`config.mk`:
```
export PLATFORM = sky130hd
export DESIGN_NAME = square_composer_flat
export DESIGN_NICKNAME = d
export VERILOG_FILES = /design/src/rtl/square_composer_pkg.sv /design/src/rtl/square_composer_if.sv /design/src/rtl/square_composer_chk.sv /design/src/rtl/square_composer.sv /design/src/flat_wrapper.sv
export SDC_FILE = /design/constraint.sdc
export NUM_CORES = 1
export LEC_CHECK = 0
export ABC_AREA = 1
export BUFFER_PORTS_ARGS = -buffer_cell sky130_fd_sc_hd__buf_2
export CELL_PAD_IN_SITES_DETAIL_PLACEMENT = 0
export CELL_PAD_IN_SITES_GLOBAL_PLACEMENT = 2
export CORE_ASPECT_RATIO = 2
export CORE_MARGIN = 1.5
export CORE_UTILIZATION = 31
export DETAILED_ROUTE_END_ITERATION = 6
export PLACE_DENSITY_LB_ADDON = 0.1
export SETUP_SLACK_MARGIN = 0.3
export SYNTH_ARGS = -nofsm -noshare
export SYNTH_HDL_FRONTEND = slang
export SYNTH_SLANG_ARGS = --single-unit
export TNS_END_PERCENT = 5
```
`constraint.sdc`:
```
create_clock -name clk -period 2.5 [get_ports clk]
set_input_delay 0.5 -clock clk [delete_from_list [all_inputs] [get_ports clk]]
set_output_delay 0.5 -clock clk [all_outputs]
set_load 0.02 [all_outputs]
```
`src/rtl/square_composer_pkg.sv`:
```
// Shared types and width helpers for the square composer.
// The composer rebuilds a radicand from an integer root and its remainder.
package square_pkg;

  typedef enum logic [1:0] {
    IDLE = 2'd0,
    CALC = 2'd1,
    DONE = 2'd2
  } state_e;

  localparam int DEFAULT_WIDTH = 32'd4;

  function automatic int clog2(input int value);
    int result;
    result = 0;
    for (int i = 0; i < 31; i++) begin
      if ((32'd1 << i) < value) begin
        result = i + 1;
      end
    end
    return result;
  endfunction

  // The step counter must exist even when a single root bit is processed.
  function automatic int cnt_width(input int width);
    return (clog2(width) < 1) ? 1 : clog2(width);
  endfunction

  function automatic int rad_width(input int width);
    return 2 * width;
  endfunction

  function automatic int rem_width(input int width);
    return width + 1;
  endfunction

endpackage

```
`src/rtl/square_composer_if.sv`:
```
// Operand/result handshake bundle between a producer of (root, remainder)
// pairs and the square composer.
interface square_composer_if #(
  parameter int WIDTH = 4
);
  logic                   din_valid;
  logic                   din_ready;
  logic [WIDTH-1:0]       root;
  logic [WIDTH:0]         remainder;
  logic                   dout_valid;
  logic                   dout_ready;
  logic [2*WIDTH-1:0]     radicand;
  logic                   invalid;

  modport master (
    output din_valid, root, remainder, dout_ready,
    input  din_ready, dout_valid, radicand, invalid
  );

  modport slave (
    input  din_valid, root, remainder, dout_ready,
    output din_ready, dout_valid, radicand, invalid
  );

  modport monitor (
    input din_valid, din_ready, root, remainder,
    input dout_valid, dout_ready, radicand, invalid
  );
endinterface

```
`src/rtl/square_composer_chk.sv`:
```
// Protocol checker for the square composer: no simultaneous input/output
// readiness, and results held steady while the consumer stalls.
module square_composer_chk #(
  parameter int WIDTH = 4
) (
  input logic                 clk,
  input logic                 rst_n,
  input logic                 din_ready,
  input logic                 dout_valid,
  input logic                 dout_ready,
  input logic [2*WIDTH-1:0]   radicand,
  input logic                 invalid
);

  logic                 hold_r;
  logic [2*WIDTH-1:0]   rad_prev_r;
  logic                 inv_prev_r;

  // Remember whether the previous cycle was a stalled result and what it showed.
  always_ff @(posedge clk) begin
    if (!rst_n) begin
      hold_r     <= 1'b0;
      rad_prev_r <= '0;
      inv_prev_r <= 1'b0;
    end else begin
      hold_r     <= dout_valid && !dout_ready;
      rad_prev_r <= radicand;
      inv_prev_r <= invalid;
    end
  end

  // Protocol properties, evaluated on pre-update values at each edge.
  always @(posedge clk) begin
    if (rst_n) begin
      assert (!(din_ready && dout_valid));
      if (hold_r) begin
        assert (dout_valid && (radicand == rad_prev_r) && (invalid == inv_prev_r));
      end
    end
  end

endmodule

```
`src/rtl/square_composer.sv`:
```
// Iterative squaring engine: radicand = root*root + remainder, one root bit
// per cycle, with a flag for pairs no exact integer square root could yield.
module square_composer
  import square_pkg::*;
#(
  parameter int WIDTH = DEFAULT_WIDTH
) (
  input logic          clk,
  input logic          rst_n,
  square_composer_if.slave bus
);

  localparam int RAD_W = rad_width(WIDTH);
  localparam int REM_W = rem_width(WIDTH);
  localparam int CNT_W = cnt_width(WIDTH);

  state_e             state_r;
  logic [WIDTH-1:0]   root_r;
  logic [RAD_W-1:0]   acc_r;
  logic [CNT_W-1:0]   cnt_r;
  logic               inv_flag_r;
  logic               din_ready_r;
  logic               dout_valid_r;
  logic [RAD_W-1:0]   radicand_r;
  logic               invalid_r;

  logic               root_bit_s;
  logic               last_step_s;
  logic [RAD_W-1:0]   partial_s;
  logic [RAD_W-1:0]   acc_next_s;
  logic               rem_too_big_s;
  logic [RAD_W-1:0]   acc_init_s;

  // Shift-add step: add root << cnt when the current root bit is set.
  always_comb begin
    root_bit_s            = root_r[cnt_r];
    last_step_s           = (cnt_r == CNT_W'(WIDTH - 1));
    partial_s             = '0;
    partial_s[WIDTH-1:0]  = root_r;
    partial_s             = partial_s << cnt_r;
    if (root_bit_s) begin
      acc_next_s = acc_r + partial_s;
    end else begin
      acc_next_s = acc_r;
    end
  end

  // Input-side decode; the compare is one bit wider than 2*root so it never overflows.
  always_comb begin
    rem_too_big_s = ({1'b0, bus.remainder} > {1'b0, bus.root, 1'b0});
    acc_init_s    = RAD_W'(bus.remainder);
  end

  // Control FSM plus datapath registers and registered handshake outputs.
  always_ff @(posedge clk) begin
    if (!rst_n) begin
      state_r      <= IDLE;
      root_r       <= '0;
      acc_r        <= '0;
      cnt_r        <= '0;
      inv_flag_r   <= 1'b0;
      din_ready_r  <= 1'b1;
      dout_valid_r <= 1'b0;
      radicand_r   <= '0;
      invalid_r    <= 1'b0;
    end else begin
      case (state_r)
        IDLE: begin
          if (bus.din_valid && din_ready_r) begin
            root_r      <= bus.root;
            acc_r       <= acc_init_s;
            inv_flag_r  <= rem_too_big_s;
            cnt_r       <= '0;
            din_ready_r <= 1'b0;
            state_r     <= CALC;
          end
        end
        CALC: begin
          acc_r <= acc_next_s;
          cnt_r <= cnt_r + CNT_W'(1);
          // The final add is captured straight into the output register.
          if (last_step_s) begin
            radicand_r   <= acc_next_s;
            invalid_r    <= inv_flag_r;
            dout_valid_r <= 1'b1;
            state_r      <= DONE;
          end
        end
        DONE: begin
          if (bus.dout_ready) begin
            dout_valid_r <= 1'b0;
            din_ready_r  <= 1'b1;
            state_r      <= IDLE;
          end
        end
        default: begin
          dout_valid_r <= 1'b0;
          din_ready_r  <= 1'b1;
          state_r      <= IDLE;
        end
      endcase
    end
  end

  assign bus.din_ready  = din_ready_r;
  assign bus.dout_valid = dout_valid_r;
  assign bus.radicand   = radicand_r;
  assign bus.invalid    = invalid_r;

  square_composer_chk #(
    .WIDTH (WIDTH)
  ) u_chk (
    .clk        (clk),
    .rst_n      (rst_n),
    .din_ready  (din_ready_r),
    .dout_valid (dout_valid_r),
    .dout_ready (bus.dout_ready),
    .radicand   (radicand_r),
    .invalid    (invalid_r)
  );

endmodule

```
`src/flat_wrapper.sv`:
```
// flat-port wrapper written by rule: the top's interface ports become plain ports
module square_composer_flat import square_pkg::*;
#(
  parameter int WIDTH = DEFAULT_WIDTH
)
  (clk, rst_n, bus_din_valid, bus_root, bus_remainder, bus_dout_ready, bus_din_ready, bus_dout_valid, bus_radicand, bus_invalid);
  square_composer_if #(.WIDTH(WIDTH)) bus_i ();
  input logic clk;
  input logic rst_n;
  input wire logic [$bits(bus_i.din_valid)-1:0] bus_din_valid;
  input wire logic [$bits(bus_i.root)-1:0] bus_root;
  input wire logic [$bits(bus_i.remainder)-1:0] bus_remainder;
  input wire logic [$bits(bus_i.dout_ready)-1:0] bus_dout_ready;
  output wire logic [$bits(bus_i.din_ready)-1:0] bus_din_ready;
  output wire logic [$bits(bus_i.dout_valid)-1:0] bus_dout_valid;
  output wire logic [$bits(bus_i.radicand)-1:0] bus_radicand;
  output wire logic [$bits(bus_i.invalid)-1:0] bus_invalid;
  assign bus_i.din_valid = bus_din_valid;
  assign bus_i.root = bus_root;
  assign bus_i.remainder = bus_remainder;
  assign bus_i.dout_ready = bus_dout_ready;
  assign bus_din_ready = bus_i.din_ready;
  assign bus_dout_valid = bus_i.dout_valid;
  assign bus_radicand = bus_i.radicand;
  assign bus_invalid = bus_i.invalid;
  square_composer #(.WIDTH(WIDTH)) u_core (.clk(clk), .rst_n(rst_n), .bus(bus_i));
endmodule
```
==> results.sh <==
export IMPL_criticalPathCategory="flip-flop to flip-flop"
export IMPL_hold_class="input pin to flip-flop"
export IMPL_syn_inst=259
export IMPL_yosysTopAreaCell="dfxtp_1"
export IMPL_layout_common_cells="nand2_1 (67), inv_1 (40), dfxtp_1 (26)"
export IMPL_port_buffers=23
export IMPL_gr_total_overflow=0
export IMPL_drive_gt1_share_pct=15.8
export IMPL_synth_top_area_share_pct=32.0
export IMPL_crit_top_cell="nand2_1"
export IMPL_vias_per_cell=4.92
export IMPL_tns_ns=0
export IMPL_post_synth_cell_area_avg_um2=6.76
export IMPL_p_sw_share_pct=31.2
export IMPL_max_freq_ghz=0.491
export IMPL_ir_drop_mv=0.380
export IMPL_clk_pin_slew_ns=0.11
export IMPL_synth_edff_count=0
export IMPL_rsz0062_at_grt="yes"
export IMPL_status="finished clean"
export IMPL_dr_total_vias=1697
export IMPL_grt_max_degree=17
export IMPL_ant_nets=0
export IMPL_cts_made_buffers=3
export IMPL_critPathRequiredTime_ns=2.72
export IMPL_yosys_warnings=0
export IMPL_worstPathMaxFanout=8
export IMPL_tritoncts="done"
export IMPL_power_density_nw_per_um2=568
export IMPL_synth_xor_area_share_pct=1.00
export IMPL_routed_wl_um=4960
export IMPL_placed_area_um2=1930
export IMPL_tightest_slew_ns=0.477
export IMPL_cp_end_kind="flip-flop"
export IMPL_min_period_over_period_pct=81.5
export IMPL_yosysUniqueCellTypes=31
export IMPL_drv_cap=0
export IMPL_synth_area_leaders="dfxtp_1 (32%), nand2_1 (14%), ha_1 (8.6%)"
export IMPL_synthAdderAreaFrac_pct=9.72
export IMPL_synth_top_family_by_area="simple AND/OR/NAND/NOR gates"
export IMPL_syn2layout_area_growth_pct=15.7
export IMPL_synth_seq_cells=28
export IMPL_placeableCoreArea_um2=5420
export IMPL_cts_sinks=28
export IMPL_finalInstanceArea_um2=2020
export IMPL_ctsHoldBuffers=0
export IMPL_cts_path_max_buffers=2
export IMPL_pwr_share_clk_pct=32.4
export IMPL_grt_pass1_wl_um=8240
export IMPL_ys_seq_area_share_pct=32.0
export IMPL_hpwl_um=4050
export IMPL_cp_data_arrival_time_ns=2.26
export IMPL_synth_simple_area_share_pct=27.7
export IMPL_die_h_um=109
export IMPL_p_leak_uw=0.00105
export IMPL_slew_headroom_pct=68.2
export IMPL_crit_buf_inv=1
export IMPL_async_reset_ff_share_pct=0
export IMPL_fp_row_count=38
export IMPL_start_util_pct=32.3
export IMPL_dr_pass1_iters=4
export IMPL_grt_pass1_vias=1732
export IMPL_startpoint_type="flip-flop"
export IMPL_gr_usage_all_layers_pct=17.5
export IMPL_synth_mux_area_share_pct=1.72
export IMPL_seq_power_share_pct=43.4
export IMPL_clk_latency_ns=0.28
export IMPL_diodes=0
export IMPL_p_comb_share_pct=24.3
export IMPL_drtIter0Drc=45
export IMPL_cp_slowest_stage_delay_ns=0.41
export IMPL_cts_root_buf="clkbuf_8"
export IMPL_die_x_um=56.1
export IMPL_synth_compound_area_share_pct=16.2
export IMPL_io_pins=24
export IMPL_final_util_pct=37.4
export IMPL_antenna_found_initial=0
export IMPL_power_switching_uw=358
export IMPL_nNetsFinal=312
export IMPL_drc_errors=0
export IMPL_dieArea_um2=6130
export IMPL_synth_nets=285
export IMPL_htreeDepth=1
export IMPL_finalMaxSlewViolations=0
export IMPL_gp_congestion=0.794
export IMPL_r2r_slack_ns=0.46
export IMPL_crit_chain="inv_2, nand2_1, nand2_1, nand2_1, o21ai_0, ha_1, or2_4, nand2_1, xor2_1, nand2_1, nand2_1, nand2_1, a21oi_1"
export IMPL_crit_family="simple AND/OR/NAND/NOR gates"
export IMPL_min_period_ns=2.04
export IMPL_hold_viol_final=0
export IMPL_layout_commonest_cell="nand2_1"
export IMPL_worst_path_max_delay_cell="dfxtp_4"
export IMPL_wl_per_cell_um=14.4
export IMPL_synthFlopType="dfxtp_1"
export IMPL_synth_area_um2=1750
export IMPL_fin_worst_skew_ns=0.00499
export IMPL_internal_power_uw=791
export IMPL_setup_viol=0
## cells in the mapped netlist, types with 3 or more instances
cell type and number:
nand3_1 16, dfxtp_1 28, ha_1 12, inv_1 40, a21oi_1 17, o21bai_1 5
inv_2 3, mux2i_1 3, o21ai_0 21, nor2_1 16, nand2_1 67
## state kept, by name (all words and copies together) (netlist names)
register / flops
u_core.root_r: 4
u_core.inv_flag_r: 1
u_core.bus.dout_valid: 1
u_core.bus.din_ready: 1
u_core.bus.radicand: 8
u_core.state_r: 2
u_core.acc_r: 8
u_core.cnt_r: 2
u_core.bus.invalid: 1
## metrics by stage
step / power, uW / hold WS [ns] / instances / setup slack (ns)
6_report: 1150 / 0.471 / 345 / 0.462
5_1_grt: 1220 / 0.474 / 345 / 0.258
2_1_floorplan: 688 / 0.450 / 259 / 0.571
3_5_place_dp: 777 / 0.477 / 339 / 0.262
4_1_cts: 1150 / 0.470 / 343 / 0.314
3_3_place_gp: 781 / 0.462 / 339 / 0.264
## power groups by stage
stage | logic, uW | clock network (uW) | registers (uW)
4_1_cts | 271 | 382 | 498
2_1_floorplan | 190 | 0 | 498
3_3_place_gp | 273 | 0 | 508
5_1_grt | 318 | 403 | 503
6_report | 279 | 372 | 498
3_5_place_dp | 269 | 0 | 508
## kinds of logic after synthesis
kind of cell | Yosys count
compound gates | 51
xor+xnor | 2
fa+ha+maj | 13
buf+inv | 50
flops | 28
mux | 3
simple gates | 112
## worst min-delay path: cells and delay by family
kind | cells | cell delay [ns]
AOI/OAI and AO/OA | 1 | 0.06
buffers and inverters | 2 | 0.15
## what timing repair did
item | CTS | global route
endpoints found under the setup margin | 4 | 8
pin swaps | 0 | 1
hold endpoints to repair | 0 | 0
buffers inserted | 0 | 2
cloned | 0 | 0
resized for setup | 1 | 4
## path summary, 6_finish.rpt
check / from / depth (start not counted) / to
worst min register to register: u_core.bus.dout_valid$_SDFFE_PN0P_ / 2 / u_core.bus.dout_valid$_SDFFE_PN0P_
worst max register to register: u_core.cnt_r[0]$_SDFFE_PN0P_ / 13 / u_core.acc_r[3]$_SDFFE_PN0P_
worst max-delay path: u_core.cnt_r[0]$_SDFFE_PN0P_ / 13 / u_core.acc_r[3]$_SDFFE_PN0P_
worst min-delay path: bus_root[3] / 3 / u_core.root_r[3]$_SDFFE_PN0P_
## final cells by class
cell class                      count  area, um^2
Clock buffer                        3        41.3
Clock inverter                      1        30.0
Fill cell                         620        3400
Inverter                           44         168
Multi-Input combinational cell    181         992
Sequential cell                    28         566
Tap cell                           60        75.1
Timing Repair Buffer               28         153
## layer usage
layer	wire [um]	vias to the layer above	track usage, %	share of wire (%)
li1	-	876	-	-
met3	85	6	1.90	1.7
met4	99	0	5.27	2.0
met2	2930	22	35.9	59
met1	1850	793	17.9	37
met5	0	-	0	0
Note: power is estimated with default switching activity, not from simulation.
